<file path="src/rtl/cpstr_wrr_sched_if.sv">
// Byte-path arbitration bundle between the upstream streams, the TX mux and
// the weighted round-robin scheduler.
interface cpstr_wrr_sched_if #(
  parameter int NUM_STREAMS = 2,
  parameter int QUOTA_W     = 8
);
  localparam int IDX_W = (NUM_STREAMS > 1) ? $clog2(NUM_STREAMS) : 1;

  logic [NUM_STREAMS-1:0]         i_valid;
  logic [QUOTA_W*NUM_STREAMS-1:0] i_quota;
  logic                           i_xfer;
  logic [NUM_STREAMS-1:0]         o_grant;
  logic [IDX_W-1:0]               o_grant_idx;
  logic                           o_new_grant;
  logic                           o_emit_stridx;

  // Request side: streams and mux drive requests and byte acceptance
  modport master (
    output i_valid, i_quota, i_xfer,
    input  o_grant, o_grant_idx, o_new_grant, o_emit_stridx
  );

  // Scheduler side
  modport slave (
    input  i_valid, i_quota, i_xfer,
    output o_grant, o_grant_idx, o_new_grant, o_emit_stridx
  );
endinterface

</file>
<file path="src/rtl/cpstr_wrr_sched.sv">
// Weighted round-robin scheduler for the shared cpstr TX byte path.
// Grants one stream at a time, spends a per-stream byte credit, rotates when
// the credit runs out and someone else is waiting, and raises a periodic
// keepalive asking the TX path to re-emit the current stream index.
module cpstr_wrr_sched #(
  parameter int NUM_STREAMS = 2,
  parameter int QUOTA_W     = 8,
  parameter int KEEPALIVE   = 65536
) (
  input  logic               i_clk,
  input  logic               i_rst,
  cpstr_wrr_sched_if.slave   bus
);

  localparam int IDX_W  = (NUM_STREAMS > 1) ? $clog2(NUM_STREAMS) : 1;
  localparam int KA_W   = (KEEPALIVE > 1) ? $clog2(KEEPALIVE) : 1;
  localparam int KA_MAX = (KEEPALIVE > 0) ? KEEPALIVE - 1 : 0;
  localparam logic [KA_W-1:0] KA_LAST = KA_W'(KA_MAX);

  typedef enum logic {IDLE, GRANT} state_t;

  state_t                 state_q, state_d;
  logic [IDX_W-1:0]       ptr_q, ptr_d;
  logic [IDX_W-1:0]       idx_q, idx_d;
  logic [NUM_STREAMS-1:0] grant_q, grant_d;
  logic [QUOTA_W-1:0]     credit_q, credit_d;
  logic [KA_W-1:0]        ka_q, ka_d;
  logic                   new_grant_q, new_grant_d;
  logic                   emit_q, emit_d;

  logic [QUOTA_W-1:0]     quota [NUM_STREAMS];
  logic [NUM_STREAMS-1:0] eligible;
  logic                   found;
  logic [IDX_W-1:0]       pick;
  logic                   other_elig;
  logic                   load, release_g, reload, dec;

  // Unpack quotas, flag eligible streams and search from ptr+1 for the next one
  always_comb begin
    found = 1'b0;
    pick  = '0;
    for (int k = 0; k < NUM_STREAMS; k++) begin
      quota[k]    = bus.i_quota[QUOTA_W*k +: QUOTA_W];
      eligible[k] = bus.i_valid[k] && (quota[k] != '0);
    end
    for (int i = 1; i <= NUM_STREAMS; i++) begin
      int cand;
      cand = int'(ptr_q) + i;
      if (cand >= NUM_STREAMS) cand = cand - NUM_STREAMS;
      if (!found && eligible[cand[IDX_W-1:0]]) begin
        found = 1'b1;
        pick  = cand[IDX_W-1:0];
      end
    end
    other_elig = |(eligible & ~grant_q);
  end

  // State register plus all datapath flops, cleared asynchronously
  always_ff @(posedge i_clk or posedge i_rst) begin
    if (i_rst) begin
      state_q     <= IDLE;
      ptr_q       <= IDX_W'(NUM_STREAMS - 1);
      idx_q       <= '0;
      grant_q     <= '0;
      credit_q    <= '0;
      ka_q        <= '0;
      new_grant_q <= 1'b0;
      emit_q      <= 1'b0;
    end else begin
      state_q     <= state_d;
      ptr_q       <= ptr_d;
      idx_q       <= idx_d;
      grant_q     <= grant_d;
      credit_q    <= credit_d;
      ka_q        <= ka_d;
      new_grant_q <= new_grant_d;
      emit_q      <= emit_d;
    end
  end

  // Next-state logic; a dropped or disabled stream releases before any credit rule
  always_comb begin
    state_d   = state_q;
    load      = 1'b0;
    release_g = 1'b0;
    reload    = 1'b0;
    dec       = 1'b0;
    case (state_q)
      IDLE: begin
        if (found) begin
          state_d = GRANT;
          load    = 1'b1;
        end
      end
      GRANT: begin
        if (!eligible[idx_q]) begin
          release_g = 1'b1;
        end else if (bus.i_xfer) begin
          if (credit_q == QUOTA_W'(1)) begin
            if (other_elig) release_g = 1'b1;
            else            reload    = 1'b1;
          end else begin
            dec = 1'b1;
          end
        end
      end
      default: state_d = IDLE;
    endcase
    if (release_g) state_d = IDLE;
  end

  // Grant, credit and keepalive bookkeeping driven by the chosen transition
  always_comb begin
    grant_d     = grant_q;
    idx_d       = idx_q;
    ptr_d       = ptr_q;
    credit_d    = credit_q;
    ka_d        = ka_q;
    new_grant_d = load;
    if (load) begin
      grant_d  = NUM_STREAMS'(1) << pick;
      idx_d    = pick;
      credit_d = quota[pick];
      ka_d     = '0;
    end else if (release_g) begin
      grant_d  = '0;
      ptr_d    = idx_q;
      credit_d = '0;
      ka_d     = '0;
    end else if (state_q == GRANT) begin
      ka_d = (ka_q == KA_LAST) ? '0 : ka_q + KA_W'(1);
      if (reload) credit_d = quota[idx_q];
      if (dec)    credit_d = credit_q - QUOTA_W'(1);
    end
    emit_d = (KEEPALIVE != 0) && (state_d == GRANT) && (ka_d == KA_LAST);
  end

  assign bus.o_grant       = grant_q;
  assign bus.o_grant_idx   = idx_q;
  assign bus.o_new_grant   = new_grant_q;
  assign bus.o_emit_stridx = emit_q;

endmodule

</file>
<file path="src/flat_wrapper.sv">
// flat-port wrapper written by rule: the top's interface ports become plain ports
module cpstr_wrr_sched_flat 
#(
  parameter int NUM_STREAMS = 2,
  parameter int QUOTA_W     = 8,
  parameter int KEEPALIVE   = 65536
)
  (i_clk, i_rst, bus_i_valid, bus_i_quota, bus_i_xfer, bus_o_grant, bus_o_grant_idx, bus_o_new_grant, bus_o_emit_stridx);
  cpstr_wrr_sched_if #(.NUM_STREAMS(NUM_STREAMS), .QUOTA_W(QUOTA_W)) bus_i ();
  input  logic i_clk;
  input  logic i_rst;
  input wire logic [$bits(bus_i.i_valid)-1:0] bus_i_valid;
  input wire logic [$bits(bus_i.i_quota)-1:0] bus_i_quota;
  input wire logic [$bits(bus_i.i_xfer)-1:0] bus_i_xfer;
  output wire logic [$bits(bus_i.o_grant)-1:0] bus_o_grant;
  output wire logic [$bits(bus_i.o_grant_idx)-1:0] bus_o_grant_idx;
  output wire logic [$bits(bus_i.o_new_grant)-1:0] bus_o_new_grant;
  output wire logic [$bits(bus_i.o_emit_stridx)-1:0] bus_o_emit_stridx;
  assign bus_i.i_valid = bus_i_valid;
  assign bus_i.i_quota = bus_i_quota;
  assign bus_i.i_xfer = bus_i_xfer;
  assign bus_o_grant = bus_i.o_grant;
  assign bus_o_grant_idx = bus_i.o_grant_idx;
  assign bus_o_new_grant = bus_i.o_new_grant;
  assign bus_o_emit_stridx = bus_i.o_emit_stridx;
  cpstr_wrr_sched #(.NUM_STREAMS(NUM_STREAMS), .QUOTA_W(QUOTA_W), .KEEPALIVE(KEEPALIVE)) u_core (.i_clk(i_clk), .i_rst(i_rst), .bus(bus_i));
endmodule
</file>
<file path="config.mk">
export PLATFORM = sky130hd
export DESIGN_NAME = cpstr_wrr_sched_flat
export DESIGN_NICKNAME = d
export VERILOG_FILES = /design/src/rtl/cpstr_wrr_sched_if.sv /design/src/rtl/cpstr_wrr_sched.sv /design/src/flat_wrapper.sv
export SDC_FILE = /design/constraint.sdc
export NUM_CORES = 1
export LEC_CHECK = 0
export CELL_PAD_IN_SITES_DETAIL_PLACEMENT = 0
export CELL_PAD_IN_SITES_GLOBAL_PLACEMENT = 1
export CORE_MARGIN = 4
export CORE_UTILIZATION = 38
export CTS_CLUSTER_SIZE = 30
export DETAILED_ROUTE_END_ITERATION = 8
export PLACE_DENSITY = 0.72
export SLEW_MARGIN = 20
export SYNTH_ARGS = -nofsm -noshare
export SYNTH_HDL_FRONTEND = slang
export SYNTH_SLANG_ARGS = --single-unit
</file>
<file path="constraint.sdc">
create_clock -name i_clk -period 2.35 [get_ports i_clk]
set_clock_uncertainty 0.1 [all_clocks]
set_input_delay 0.47 -clock i_clk [delete_from_list [all_inputs] [get_ports i_clk]]
set_output_delay 0.47 -clock i_clk [all_outputs]
set_load 0.01 [all_outputs]
</file>
==> results of run 1 <==
[critical path, stage by stage]
cell      delay, ns
clkbuf_2       0.09
or4_4          0.54
o211a_4        0.28
or2_4          0.25
buf_6          0.14
a31oi_4        0.24
buf_6          0.15
buf_16         0.11
a21oi_1        0.06
[cell usage after synthesis, types with 4 or more instances]
cell type	instances	area, sq um
nor3_1	5	25.0
nand3_1	5	25.0
nand4_1	9	56.3
mux2i_1	15	150
buf_2	4	20.0
a21oi_1	15	75.1
a222oi_1	7	70.1
nor4_1	5	31.3
xor2_1	8	70.1
nand2_1	12	45.0
o21ai_0	6	30.0
dfrtp_1	30	751
nor2_1	30	113
clkbuf_1	4	15.0
xnor2_1	12	105
inv_1	9	33.8
[worst max-delay path by stage]
| stage | startpoint | end | slack, ns |
|---|---|---|---|
| after floorplan | bus_i_quota[1] | u_core.credit_q[6] | -0.06 |
| after global placement | bus_i_quota[1] | u_core.credit_q[5] | -0.56 |
| after detailed placement | bus_i_quota[1] | u_core.credit_q[1] | -0.59 |
| after CTS | bus_i_quota[6] | u_core.credit_q[5] | 0.003 |
| after global routing | u_core.credit_q[1] | u_core.credit_q[7] | -0.03 |
| final | bus_i_quota[1] | u_core.credit_q[1] | 0.07 |
[layer usage]
metal,up-vias,global-route usage (%)
li1,1054,-
met1,1017,23.1
met2,59,32.7
met3,6,3.24
met4,0,5.56
met5,-,0
[report_power, final]
part | internal, uW | switching, uW | total [uW]
clock | 343 | 214 | 557
sequential | 672 | 126 | 798
combinational | 780 | 721 | 1500
total | 1800 | 1060 | 2860
[cell families after synthesis]
| logic type | share of synthesized area, % |
|---|---|
| DFF | 36.6 |
| AOI/OAI and AO/OA | 20.2 |
| adders and majority gates | 1.77 |
| xor gates and xnor gates | 8.25 |
| muxes | 7.60 |
| buffers and inverters | 3.77 |
| and+or+nand+nor | 21.8 |
[state kept, by name, summed over array words and instances (netlist names)]
signal and flops:
u_core.bus.o_grant 2, u_core.bus.o_emit_stridx 1, u_core.ka_q 16, u_core.bus.o_grant_idx 1, u_core.credit_q 8, u_core.bus.o_new_grant 1, u_core.state_q 1, u_core.ptr_q 1
[cell type report]
type,instances,area (sq um)
fill,463,2120
multi-input combinational,184,1370
sequential,31,777
timing repair buffer,89,757
tap,70,87.6
clock buffer,6,82.6
clock inverter,2,35.0
inverter,9,33.8
[repair_timing]
action                     CTS  global route
setup endpoints to repair   27            20
gates cloned                 1             1
gates resized for setup     35            21
buffers inserted             4             2
hold endpoints to repair     0             0
pin swaps                   14            19
[stage by stage]
stage               power (uW)  cell area, sq um
floorplan                 1580              2130
global placement          2090              2860
detailed placement        2110              2860
CTS                       2820              3120
global route              3050              3150
finish                    2860              3150
==> metrics.md, run 1 <==
| Metric | Value |
|---|---|
| Status | `finished clean` |
| Crit end category | `flip-flop` |
| Worst Tran Pin Value | `0.552 ns` |
| Commonest cells after routing, fill and taps aside | `buf_4 (57), nor2_1 (30), dfrtp_1 (30)` |
| HPWL Detailed | `4.31 mm` |
| Routability cong. | `0.809` |
| Deepest clock path buffer count | `2` |
| Num ports | `26` |
| Via-to-Cell Ratio | `5.46` |
| CP required | `2.40 ns` |
| Metal-1 WL | `2.73 mm` |
| Clock sinks | `31` |
| # nets final | `344` |
| Largest net degree at the start of global routing | `32` |
| Final wirelength | `6.14 mm` |
| Met3 WL post-DR | `339 microns` |
| Vias in the first global route | `2,052` |
| Layout cell share with drive strength beyond 1 | `32.7%` |
| DR WL met2 | `3.01 mm` |
| FP Rows | `26` |
| Leak | `0.00140 uW` |
| Syn avg cell area | `9.12 sq um` |
| Average wire per standard cell | `15.7 microns` |
| Synth unique cells | `55` |
| Register area share after synthesis | `36.6%` |
| Hold buffer count at CTS | `0` |
| Hold Crit Depth | `1` |
| Final WS setup | `0.0650 ns` |
| PortBufs | `25` |
| All-layer global routing usage | `18.6%` |
| Net Count, Synth | `257` |
| Core Util, Final | `59.7%` |
| Post-synth ARST share | `100%` |
| Via count | `2,136` |
| Drt pass-1 iters | `4` |
| Antenna violations before repair | `0` |
| Crit path arrival time | `2.34 ns` |
| Worst hold endpoint | `u_core.bus.o_grant[1]` |
| Critical-path maximum fanout | `7` |
| Post-synth EDFFs | `0` |
| Die Height | `82.8 microns` |
| P per Cell Area | `908 nW/um^2` |
| Period minus WS final | `2.28 ns` |
| Crit path kind | `input port to flip-flop` |
| DR top layer | `met4` |
| Worst slack, placed | `-0.590 ns` |
| Period utilization | `97.2%` |
| Grt ovf | `0` |
| Post-route ant nets | `0` |
| Final setup violation count | `0` |
| Most common cell after layout, fill and taps aside | `buf_4` |
| CTS clock-pin slew for the worst setup and hold paths | `0.07 ns` |
| Post-synth top flop | `dfrtp_1` |
| TritonCTS Buffers | `5` |
| Clock tree from TritonCTS | `built` |
| Worst rel slew slack | `62.9%` |
| Synth Register Bits | `31` |
| RR Endpoint | `u_core.credit_q[3]` |
| Core area | `5270 sq um` |
| Max Slew Vio Count | `0` |
| Post-route DRC violation count | `0` |
| Setup tns final | `0 ns` |
| Final Hold Violating Endpoints | `0` |
| Die Area | `6850 sq um` |
| Max cap viols | `0` |
| Placed Cells | `375` |
| Ant diodes | `0` |
| Clk root buf | `clkbuf_8` |
| Fmax | `438 MHz` |
| First-pass GRT wire length | `9.58 mm` |
| Reg2reg path depth | `9` |
| Cell Area, Synth | `2120 sq um` |
| Final Non-Filler Cells | `391` |
| Initial core utilization | `40.3%` |
| Worst setup SP type | `input port` |
| H-tree Lvls | `2` |
| Chip Width | `82.8 microns` |
| Insertion delay to the later sink of the worst-skew pair | `0.29 ns` |
| HP Start | `u_core.bus.o_grant[1]` |
| DRT iter0 DRCs | `130` |
| Hold WC Path Type | `flip-flop to flip-flop` |
| Worst r2r src | `u_core.credit_q[1]` |
| Fin Hold WS | `0.416 ns` |
| Worst vdd ir | `0.502 mV` |
| Synthesized instance count | `233` |
| Layout area overhead | `48.1%` |
| Yosys warns | `0` |
| R2R Setup Slk | `0.12 ns` |
(Power assumes the default switching activity.)
==> inputs of run 2 (changes only) <==
CORE_ASPECT_RATIO = 2   (was default)
SLEW_MARGIN = 0   (was 20)
==> run 2 against run 1 <==
Compared with the run above:
- via count is 5.3% higher
- power increased by 3.4%
- utilization decreased by 0.52 points
==> metrics.md, run 2 (synthesized netlist as in run 1, its figures left out) <==
| Metric | Value |
|---|---|
| Status | `finished clean` |
| Ant diodes | `0` |
| Hold buffer count at CTS | `0` |
| Initial core utilization | `39.2%` |
| Critical-path maximum fanout | `5` |
| Die Height | `114 microns` |
| Chip Width | `60.9 microns` |
| Leak | `0.00146 uW` |
| Final setup violation count | `0` |
| PortBufs | `25` |
| Drt pass-1 iters | `4` |
| Layout cell share with drive strength beyond 1 | `33.4%` |
| RSZ-0062 raised after global routing | `true` |
| CTS clock-pin slew for the worst setup and hold paths | `0.08 ns` |
| Commonest cells after routing, fill and taps aside | `buf_4 (62), dfrtp_1 (30), nor2_1 (29)` |
| Via count | `2,249` |
| Total Power Consumption | `2950 uW` |
| Fmax | `427 MHz` |
| Clock sinks | `31` |
| Final Non-Filler Cells | `386` |
| Via-to-Cell Ratio | `5.83` |
| First-pass GRT wire length | `11.4 mm` |
| Crit path arrival time | `2.43 ns` |
| Post-route ant nets | `0` |
| Final WS setup | `0.00576 ns` |
| Clk root buf | `clkbuf_8` |
| P per Cell Area | `921 nW/um^2` |
| Max Slew Vio Count | `0` |
| HPWL Detailed | `5.35 mm` |
| Worst vdd ir | `0.569 mV` |
| Final Hold Violating Endpoints | `0` |
| All-layer global routing usage | `22.8%` |
| Grt ovf | `0` |
| Worst slack, placed | `-0.660 ns` |
| Num ports | `26` |
| Largest net degree at the start of global routing | `32` |
| Hold WC Path Type | `flip-flop to flip-flop` |
| CP max stage cell | `dfrtp_1` |
| Max reg flops | `16` |
| Crit path kind | `flip-flop to flip-flop` |
| CP required | `2.43 ns` |
| Routability cong. | `0.889` |
| Layout area overhead | `51.0%` |
| Most common cell after layout, fill and taps aside | `buf_4` |
| Worst rel slew slack | `60.7%` |
| Worst Tran Pin Value | `0.583 ns` |
| Average wire per standard cell | `19.0 microns` |
| Setup tns final | `0 ns` |
| Vias in the first global route | `2,327` |
| Max cap viols | `0` |
| Insertion delay to the later sink of the worst-skew pair | `0.30 ns` |
| Crit end category | `flip-flop` |
| CP Cell Sequence | `inv_2 > ha_4 > nor3b_4 > buf_6 > nand2_2 > o32a_1 > buf_6 > a31o_4 > a222oi_1 > a21oi_1` |
| FP Rows | `38` |
| Core Util, Final | `59.2%` |
| Clock tree from TritonCTS | `built` |
| Antenna violations before repair | `0` |
| Biggest register | `u_core.ka_q` |
| Deepest clock path buffer count | `2` |
| Core area | `5420 sq um` |
| Die Area | `6920 sq um` |
| DRT iter0 DRCs | `94` |
| Post-route DRC violation count | `0` |
| # nets final | `349` |
| Placed Cells | `368` |
| Top cell by count, worst path | `buf_6` |
| Period utilization | `99.8%` |
| Period minus WS final | `2.34 ns` |
| H-tree Lvls | `2` |
| Worst setup SP type | `flip-flop` |
| CP peak stage delay | `0.39 ns` |
| Final wirelength | `7.32 mm` |
| TritonCTS Buffers | `5` |
-- run 2: cell types whose count changed in the layout (fill, tap and decap cells not counted), moves of 2 or more --
| cell | before | now |
|---|---|---|
| dlymetal6s2s_1 | 5 | 7 |
| buf_4 | 57 | 62 |
| clkdlybuf4s15_1 | 0 | 2 |
| dlygate4sd2_1 | 3 | 0 |
-- run 2: cell type report --
| cell class | count | area [sq um] |
|---|---|---|
| multi-input combinational | 184 | 1410 |
| clock buffer | 6 | 82.6 |
| sequential | 31 | 777 |
| tap | 60 | 75.1 |
| inverter | 9 | 33.8 |
| timing repair buffer | 94 | 800 |
| clock inverter | 2 | 35.0 |
| fill | 492 | 2210 |
-- run 2: final timing paths --
check | from | to | slack (ns) | cells after the start
min reg2reg | u_core.bus.o_grant[1] | u_core.bus.o_grant[1] | 0.43 | 1
min in group asynchronous | i_rst | u_core.credit_q[6] | 0.46 | 3
max reg2reg | u_core.credit_q[1] | u_core.credit_q[6] | 0.006 | 10
max | u_core.credit_q[1] | u_core.credit_q[6] | 0.006 | 10
min | u_core.bus.o_grant[1] | u_core.bus.o_grant[1] | 0.43 | 1
max in group asynchronous | i_rst | u_core.ptr_q | 1.33 | 3
-- run 2: through the flow --
| step | hold slack (ns) | instance area, sq um |
|---|---|---|
| floorplan | 0.410 | 2130 |
| global placement | 0.390 | 2880 |
| detailed placement | 0.408 | 2880 |
| CTS | 0.425 | 3100 |
| global route | 0.460 | 3210 |
| finish | 0.429 | 3210 |
-- run 2: timing repair --
action	in CTS	in global routing
cloned	1	0
hold endpoints to repair	0	0
setup buffers	5	5
resized for setup	22	33
pin swaps	11	21
setup endpoints to repair	28	27
-- run 2: power by group --
part / switching [uW] / internal (uW)
combinational: 771 / 810
clock: 225 / 343
sequential: 134 / 672
total: 1130 / 1820
-- run 2: per-layer routing --
metal | track usage, % | vias to the layer above | part of all wire, %
met5 | 0 | - | 0
met4 | 14.8 | 0 | 5.3
met3 | 3.62 | 29 | 4.0
met2 | 43.0 | 65 | 58
met1 | 20.7 | 1101 | 32
li1 | - | 1054 | -
-- run 2: worst max-delay path, delay by kind of cell (launching register included) --
family	cells	cell delay [ns]
buf+inv	3	0.35
compound gates	4	1.04
simple gates	2	0.24
flops	1	0.39
fa+ha+maj	1	0.11
